**src/rtl/uart_tx_arb.sv**
```systemverilog
// uart_tx_arb
// Round-robin arbiter sharing one UART transmitter between four byte
// producers. Moves one byte at a time through the shoot/datatx/busytx
// handshake, lets the current owner lock the transmitter for multi-byte
// packets, and aborts with an error pulse if the transmitter never goes busy
// after a shoot.
//
// Ports
//   clk_i      system clock (same domain as the UART core)
//   reset_n_i  asynchronous active-low reset
//   req_i      per-requester byte valid, held with data until its gnt_o pulse
//   data_i     packed bytes, requester k on [8k+7:8k]
//   lock_i     per-requester lock request, honoured only for the owner
//   gnt_o      one-hot single-cycle pulse: the requester's byte was taken
//   owner_o    index of the last granted requester
//   err_o      single-cycle pulse when a shoot times out
//   shoot_o    single-cycle transmit strobe to the UART TX
//   datatx_o   byte to the UART TX, stable from one shoot to the next
//   busytx_i   UART TX busy
module uart_tx_arb #(
  parameter int unsigned BUSY_TIMEOUT = 64  // legal range 2..255
) (
  input  logic        clk_i,
  input  logic        reset_n_i,
  input  logic [3:0]  req_i,
  input  logic [31:0] data_i,
  input  logic [3:0]  lock_i,
  output logic [3:0]  gnt_o,
  output logic [1:0]  owner_o,
  output logic        err_o,
  output logic        shoot_o,
  output logic [7:0]  datatx_o,
  input  logic        busytx_i
);

  typedef enum logic [1:0] {
    IDLE      = 2'd0,
    SHOOT     = 2'd1,
    WAIT_BUSY = 2'd2,
    WAIT_DONE = 2'd3
  } state_t;

  // Counter value seen during the last allowed WAIT_BUSY cycle.
  localparam logic [7:0] TIMEOUT_LAST = 8'(BUSY_TIMEOUT - 1);

  state_t     state_q, state_d;
  logic [1:0] ptr_q;
  logic [1:0] owner_q;
  logic       lock_q;
  logic [7:0] cnt_q;
  logic [7:0] datatx_q;

  logic       win_valid;
  logic [1:0] win_idx;
  logic [1:0] cand;
  logic       arb_go;
  logic       timeout_hit;
  logic       lock_drop;

  // Winner selection. A held lock restricts the choice to the owner; the
  // lock flag is registered, so a lock dropped this cycle still applies.
  // NOTE: every signal written here gets a default first so no path leaves
  // it unassigned, which would otherwise infer a latch.
  always_comb begin
    win_valid = 1'b0;
    win_idx   = ptr_q;
    cand      = ptr_q;
    if (lock_q) begin
      win_valid = req_i[owner_q];
      win_idx   = owner_q;
    end else begin
      for (int i = 0; i < 4; i++) begin
        cand = ptr_q + 2'(i);  // wraps mod 4
        if (!win_valid && req_i[cand]) begin
          win_valid = 1'b1;
          win_idx   = cand;
        end
      end
    end
  end

  assign arb_go      = (state_q == IDLE) && !busytx_i && win_valid;
  assign timeout_hit = (state_q == WAIT_BUSY) && !busytx_i && (cnt_q == TIMEOUT_LAST);
  assign lock_drop   = lock_q && !lock_i[owner_q];

  // State register.
  // NOTE: sequential state uses non-blocking assignments so every flop
  // samples the pre-edge values regardless of block evaluation order.
  always_ff @(posedge clk_i or negedge reset_n_i) begin
    if (!reset_n_i) state_q <= IDLE;
    else            state_q <= state_d;
  end

  // Next-state logic.
  always_comb begin
    state_d = state_q;
    unique case (state_q)
      IDLE:      if (arb_go) state_d = SHOOT;
      SHOOT:     state_d = WAIT_BUSY;
      WAIT_BUSY: begin
        if (busytx_i)         state_d = WAIT_DONE;
        else if (timeout_hit) state_d = IDLE;
      end
      WAIT_DONE: if (!busytx_i) state_d = IDLE;
      default:   state_d = IDLE;
    endcase
  end

  // Outputs. err_o depends on busytx_i so that a busy arriving in the last
  // allowed cycle still counts as an acknowledge.
  always_comb begin
    shoot_o  = (state_q == SHOOT);
    gnt_o    = 4'b0000;
    if (state_q == SHOOT) gnt_o = 4'b0001 << owner_q;
    err_o    = timeout_hit;
    owner_o  = owner_q;
    datatx_o = datatx_q;
  end

  // Byte and owner captured on the winning IDLE cycle; held until the next win.
  always_ff @(posedge clk_i or negedge reset_n_i) begin
    if (!reset_n_i) begin
      datatx_q <= 8'h00;
      owner_q  <= 2'd0;
    end else if (arb_go) begin
      datatx_q <= data_i[{win_idx, 3'b000} +: 8];
      owner_q  <= win_idx;
    end
  end

  // Round-robin pointer: next scan starts just after the granted requester.
  always_ff @(posedge clk_i or negedge reset_n_i) begin
    if (!reset_n_i)              ptr_q <= 2'd0;
    else if (state_q == SHOOT)   ptr_q <= owner_q + 2'd1;
  end

  // Lock flag: sampled from the owner's lock at the shoot, released as soon
  // as the owner drops its lock or the shoot times out.
  always_ff @(posedge clk_i or negedge reset_n_i) begin
    if (!reset_n_i)                    lock_q <= 1'b0;
    else if (state_q == SHOOT)         lock_q <= lock_i[owner_q];
    else if (timeout_hit || lock_drop) lock_q <= 1'b0;
  end

  // Busy-acknowledge timeout counter; saturates instead of wrapping.
  always_ff @(posedge clk_i or negedge reset_n_i) begin
    if (!reset_n_i) begin
      cnt_q <= 8'd0;
    end else if (state_q == SHOOT) begin
      cnt_q <= 8'd0;
    end else if (state_q == WAIT_BUSY && !busytx_i && cnt_q != 8'hFF) begin
      cnt_q <= cnt_q + 8'd1;
    end
  end

endmodule

```
**config.mk**
```make
export PLATFORM = sky130hd
export DESIGN_NAME = uart_tx_arb
export DESIGN_NICKNAME = d
export VERILOG_FILES = /design/src/rtl/uart_tx_arb.sv
export SDC_FILE = /design/constraint.sdc
export NUM_CORES = 1
export LEC_CHECK = 0
export CORE_MARGIN = 2
export CORE_UTILIZATION = 45
export DETAILED_ROUTE_END_ITERATION = 7
export GPL_TIMING_DRIVEN = 0
export PLACE_DENSITY = 0.82
export SLEW_MARGIN = 10
export SYNTH_ARGS = -nofsm -noshare
export SYNTH_HDL_FRONTEND = slang
export SYNTH_SLANG_ARGS = --single-unit
```
**constraint.sdc**
```tcl
create_clock -name clk_i -period 3.3 [get_ports clk_i]
set_input_delay 0.33 -clock clk_i [delete_from_list [all_inputs] [get_ports clk_i]]
set_output_delay 0.33 -clock clk_i [all_outputs]
set_load 0.01 [all_outputs]
```
# ---- Word level (Yosys, flattened, before mapping)
# Index checks and enable logic that the tools add are counted.
dict set report word_totals {
  output_inout_bits 16
  reg_bits 23
  in_bits 43
  word_cells 79
}
dict set report classes {
  order_cmp 5
  shift 2
  addsub 5
  muxes 34
  reduce_logical 19
  eq_ne 8
}
# operator count
set op_table {}
lappend op_table {{$shiftx 32x6->8} 1}
lappend op_table {{$mux 1} 16}
lappend op_table {{$mux 2} 8}
lappend op_table {{$mux 8} 2}
lappend op_table {{$lt 2x3->1 const B} 5}
lappend op_table {{$bmux 1 s2} 6}
lappend op_table {{$logic_and 1x1->1} 9}
lappend op_table {{$add 8x1->8 const B} 1}
lappend op_table {{$eq 8x6->1 const B} 1}
lappend op_table {{$ne 8x8->1 const B} 1}
lappend op_table {{$pmux 2 s4} 1}
lappend op_table {{$logic_not 1->1} 5}
lappend op_table {{$add 2x1->2 const B} 2}
lappend op_table {{$add 2x2->2 const B} 2}
lappend op_table {{$eq 2x2->1 const B} 2}
lappend op_table {{$mux 4} 1}
lappend op_table {{$ne 2x2->1 const B} 2}
lappend op_table {{$reduce_bool 2->1} 2}
lappend op_table {{$shl 1x2->4 const A} 1}
lappend op_table {{$ne 3x3->1 const B} 1}
lappend op_table {{$reduce_and 3->1} 1}
lappend op_table {{$eq 2x1->1 const B} 1}
lappend op_table {{$logic_not 2->1} 1}
lappend op_table {{$logic_or 1x1->1} 1}

# ---- Longest topological paths before layout
dict set report depth {
  depth_word 19
  mapped_depth 7
}

# ---- Least setup slack after synthesis
# Ideal clock, no wire load.
dict set report synth_path {
  path_type {flip-flop to output port}
  start {register owner_q[1] (netlist: owner_o[1])}
  end {output gnt_o[1]}
  required_ps 2970
  path_stages_with_launch 6
  arrival_ps 1473
  n_path_buf 2
  path_slack_ps 1497
  cell_sequence {dfrtp_1 -> clkbuf_1 -> buf_1 -> inv_1 -> ha_1 -> and2_1}
}
dict set report synth_between {
  elab_chain_len 2
}
# element line
set synth_rtl {}
lappend synth_rtl {{from (decl)} 48} ;# logic [1:0] owner_q;
lappend synth_rtl {{from (signal assigned)} 127} ;# owner_q <= win_idx;
lappend synth_rtl {{$shl 1x2->4} 114} ;# if (state_q == SHOOT) gnt_o = 4'b0001 << owner_q;
lappend synth_rtl {{$mux 4} 114}
lappend synth_rtl {{to (decl)} 28} ;# output logic [3:0] gnt_o,
# No other way between the ends.

# ---- Worst setup path after layout
dict set report layout_path {
  start {register owner_q[1] (netlist: owner_o[1])}
  end {output gnt_o[0]}
}
# Same word-level chain as after synthesis.

==> results_dict.tcl <==
set metrics [dict create \
    rows 23 \
    synth_fa_ha_area_share_pct 3.29 \
    routabilityCongestion 0.893 \
    grt_max_degree 24 \
    cts_tree "built" \
    n_antenna_cell 0 \
    cp-end-kind "output pin" \
    synth_compound_area_share_pct 30.2 \
    slew_headroom_pct 30.6 \
    fin_worst_skew_ns 0.00643 \
    cts.path.max_buffers 2 \
    worstPathMaxFanout 10 \
    cts_resized 0 \
    vias_per_cell 5.66 \
    vias 1912 \
    synth_edf_count 0 \
    hp-class "reg -> reg" \
    worst_pin_slew_ns 1.04 \
    drive_above_1_share_pct 11.8 \
    crit_start "owner_o[1]" \
    crit_arrival_ns 2.51 \
    die_h_microns 69.0 \
    antenna_found_initial 0 \
    async_flop_share_pct 100 \
    cap_viol_max_count 0 \
    cp.depth 6 \
    syn_avg_cell_area_sq_um 8.42 \
    power_leakage_uw 0.00101 \
    nets 337 \
    reg2reg_depth 5 \
    firstDrtPassIters 4 \
    antenna_left 0 \
    die_x_microns 69.0 \
    critPathKind "reg -> out" \
    max_freq_ghz 0.352 \
    grt_first_pass_wirelength_mm 8.69 \
    ys_types 49 \
    synthMuxAreaShare_pct 3.49 \
    cp_top_family "buffers and inverters" \
    dp_hpwl_mm 4.04 \
    clockRootBuffer "clkbuf_8" \
    grt_use_total_pct 21.8 \
    rsz0062_at_grt "false" \
    remaining_drc_errors 0 \
    coreArea_sq_um 4030 \
    start_util_pct 47.2 \
    timing.critical_path.buf_inv 4 \
    cts-hold-fix-buffers 0 \
    synthesis.area_sq_um 1900 \
    drt_iter0_markers 77 \
    synth_ff_type "dfrtp_1" \
    insertion_delay_ns 0.27 \
    cts_setup_buffers 0 \
    whs_ns 0.557 \
    htreeDepth 1 \
    routed_wirelength_mm 5.15 \
    cp-start-kind "register" \
    vdd.ir_drop.worst_v 0.000432 \
    ys_seq_elements 23 \
    r2r-end "ptr_q[1]" \
    status "completed" \
    p_per_area_nw_per_um2 692 \
    numCtsBuffers 3 \
    layout_min_cycle_time_ns 2.84 \
    clkTransAtPathRegs_ns 0.08 \
    synth-simple-area-share_pct 25.3 \
    clkSinkCount 23 \
    synth-xor-area-share_pct 2.76 \
    synth.net_count 274 \
    slew_viol_final 0 \
    dieArea_sq_um 4760 \
    yosysWarnings 0 \
    hold_viol_final 0 \
    grt_overflow_total 0 \
    syn-instance-count 226 \
    grt_pass1_vias 1886 \
    portBuffers 58 \
    timing.rr.start "owner_o[1]" \
    syn2layout_area_growth_pct 36.3 \
    routedWlPerCell_microns 15.2 \
    ys_seq_area_share_pct 30.3 \
    power.total_uw 1790 \
    cpPeakStageDelay_ns 0.47 \
    ios 59 \
    fin_crit_sh_pct 86.1 \
    fin_setup_tns_ns 0 \
    cp-endpoint "gnt_o[0]" \
    worstPathCellList "clkbuf_1 > buf_1 > inv_1 > ha_1 > and2_1 > clkdlybuf4s50_1" \
    worst_ep_required_time_ns 2.97 \
    synth_top_family_by_area "compound AO/OA/AOI/OAI gates" \
    critPathSlowestCell "clkdlybuf4s50_1" \
    rrSetupSlack_ns 1.20 \
    setup-violations-final 0 \
]
==> flip-flops by register name (all words and copies together), names as in the netlist <==
signal,cells
state_q,2
owner_o,2
lock_q,1
cnt_q,8
datatx_o,8
ptr_q,2
==> layer usage <==
| metal | vias to the layer above | GRT usage [%] | wire length (microns) |
|---|---|---|---|
| met5 | - | 0 | 0 |
| met4 | 0 | 5.66 | 82 |
| met3 | 8 | 4.39 | 227 |
| met2 | 61 | 36.0 | 2490 |
| met1 | 884 | 29.0 | 2340 |
| li1 | 959 | - | - |
==> placed cells by master (no fill, tap or decap), types with 3 or more instances in the layout <==
master and instances:
clkdlybuf4s50_1 58, dfrtp_1 23, and2_1 5, ha_1 5, nand2b_1 4, a21oi_1 20
clkbuf_1 7, nor2_1 30, nand2_1 39, clkbuf_8 3, a211oi_2 16, buf_2 3
o21ai_1 3, nor4_1 7, a32o_1 7, inv_1 6, xnor2_1 4
==> report_power, final <==
group          internal (uW)  switching (uW)
clock network           84.4            91.6
logic                    521             609
registers                385             101
total                    991             801
==> layout make-up <==
cell class	instances	area, sq um
fillers	349	1440
multi-input cells	184	1240
repair buffers	58	581
flip-flops and latches	23	576
plain buffers	13	67.6
well taps	50	62.6
clock buffers	3	41.3
inverters	6	22.5
clock inverters	1	5.00
==> worst register-to-register path: stages, from the launching register on <==
cell and delay, ns:
dfrtp_1 0.44, clkbuf_1 0.42, buf_1 0.43, inv_1 0.16, ha_1 0.29, mux2_2 0.26
==> logic make-up after synthesis <==
kind of cell | count (synthesis)
fa+ha+maj | 5
buf+inv | 19
simple gates | 102
mux | 4
xor+xnor | 6
compound gates | 67
flops | 23
==> per-stage QoR <==
| stage | util (%) | instances | setup slack, ns | instance area [sq um] |
|---|---|---|---|---|
| global route | 64.3 | 338 | 0.298 | 2590 |
| floorplan | - | 226 | 1.50 | 1900 |
| finish | 64.3 | 338 | 0.457 | 2590 |
| global placement | 63.2 | 334 | 0.826 | 2540 |
| CTS | 64.3 | 338 | 0.462 | 2590 |
| detailed placement | 63.2 | 334 | 0.763 | 2540 |
==> cells in the mapped netlist, types with 3 or more instances <==
library cell	instances	area, sq um
a211oi_2	16	200
a21oi_1	20	100
a32o_1	7	70.1
and2_1	5	31.3
buf_2	3	15.0
clkbuf_1	7	26.3
dfrtp_1	23	576
ha_1	5	62.6
inv_1	6	22.5
nand2_1	39	146
nand2b_1	4	25.0
nor2_1	30	113
nor4_1	7	43.8
o21ai_1	3	15.0
xnor2_1	4	35.0
==> worst min-delay path by stage <==
stage                          from        to  depth (start not counted)  slack, ns
after floorplan           reset_n_i  cnt_q[0]                          0       0.03
after global placement     cnt_q[5]  cnt_q[5]                          2       0.54
after detailed placement   cnt_q[5]  cnt_q[5]                          2       0.54
after CTS                  cnt_q[1]  cnt_q[1]                          2       0.56
after global routing       cnt_q[5]  cnt_q[5]                          2       0.60
final                      cnt_q[1]  cnt_q[1]                          2       0.56
(Power assumes the default switching activity.)
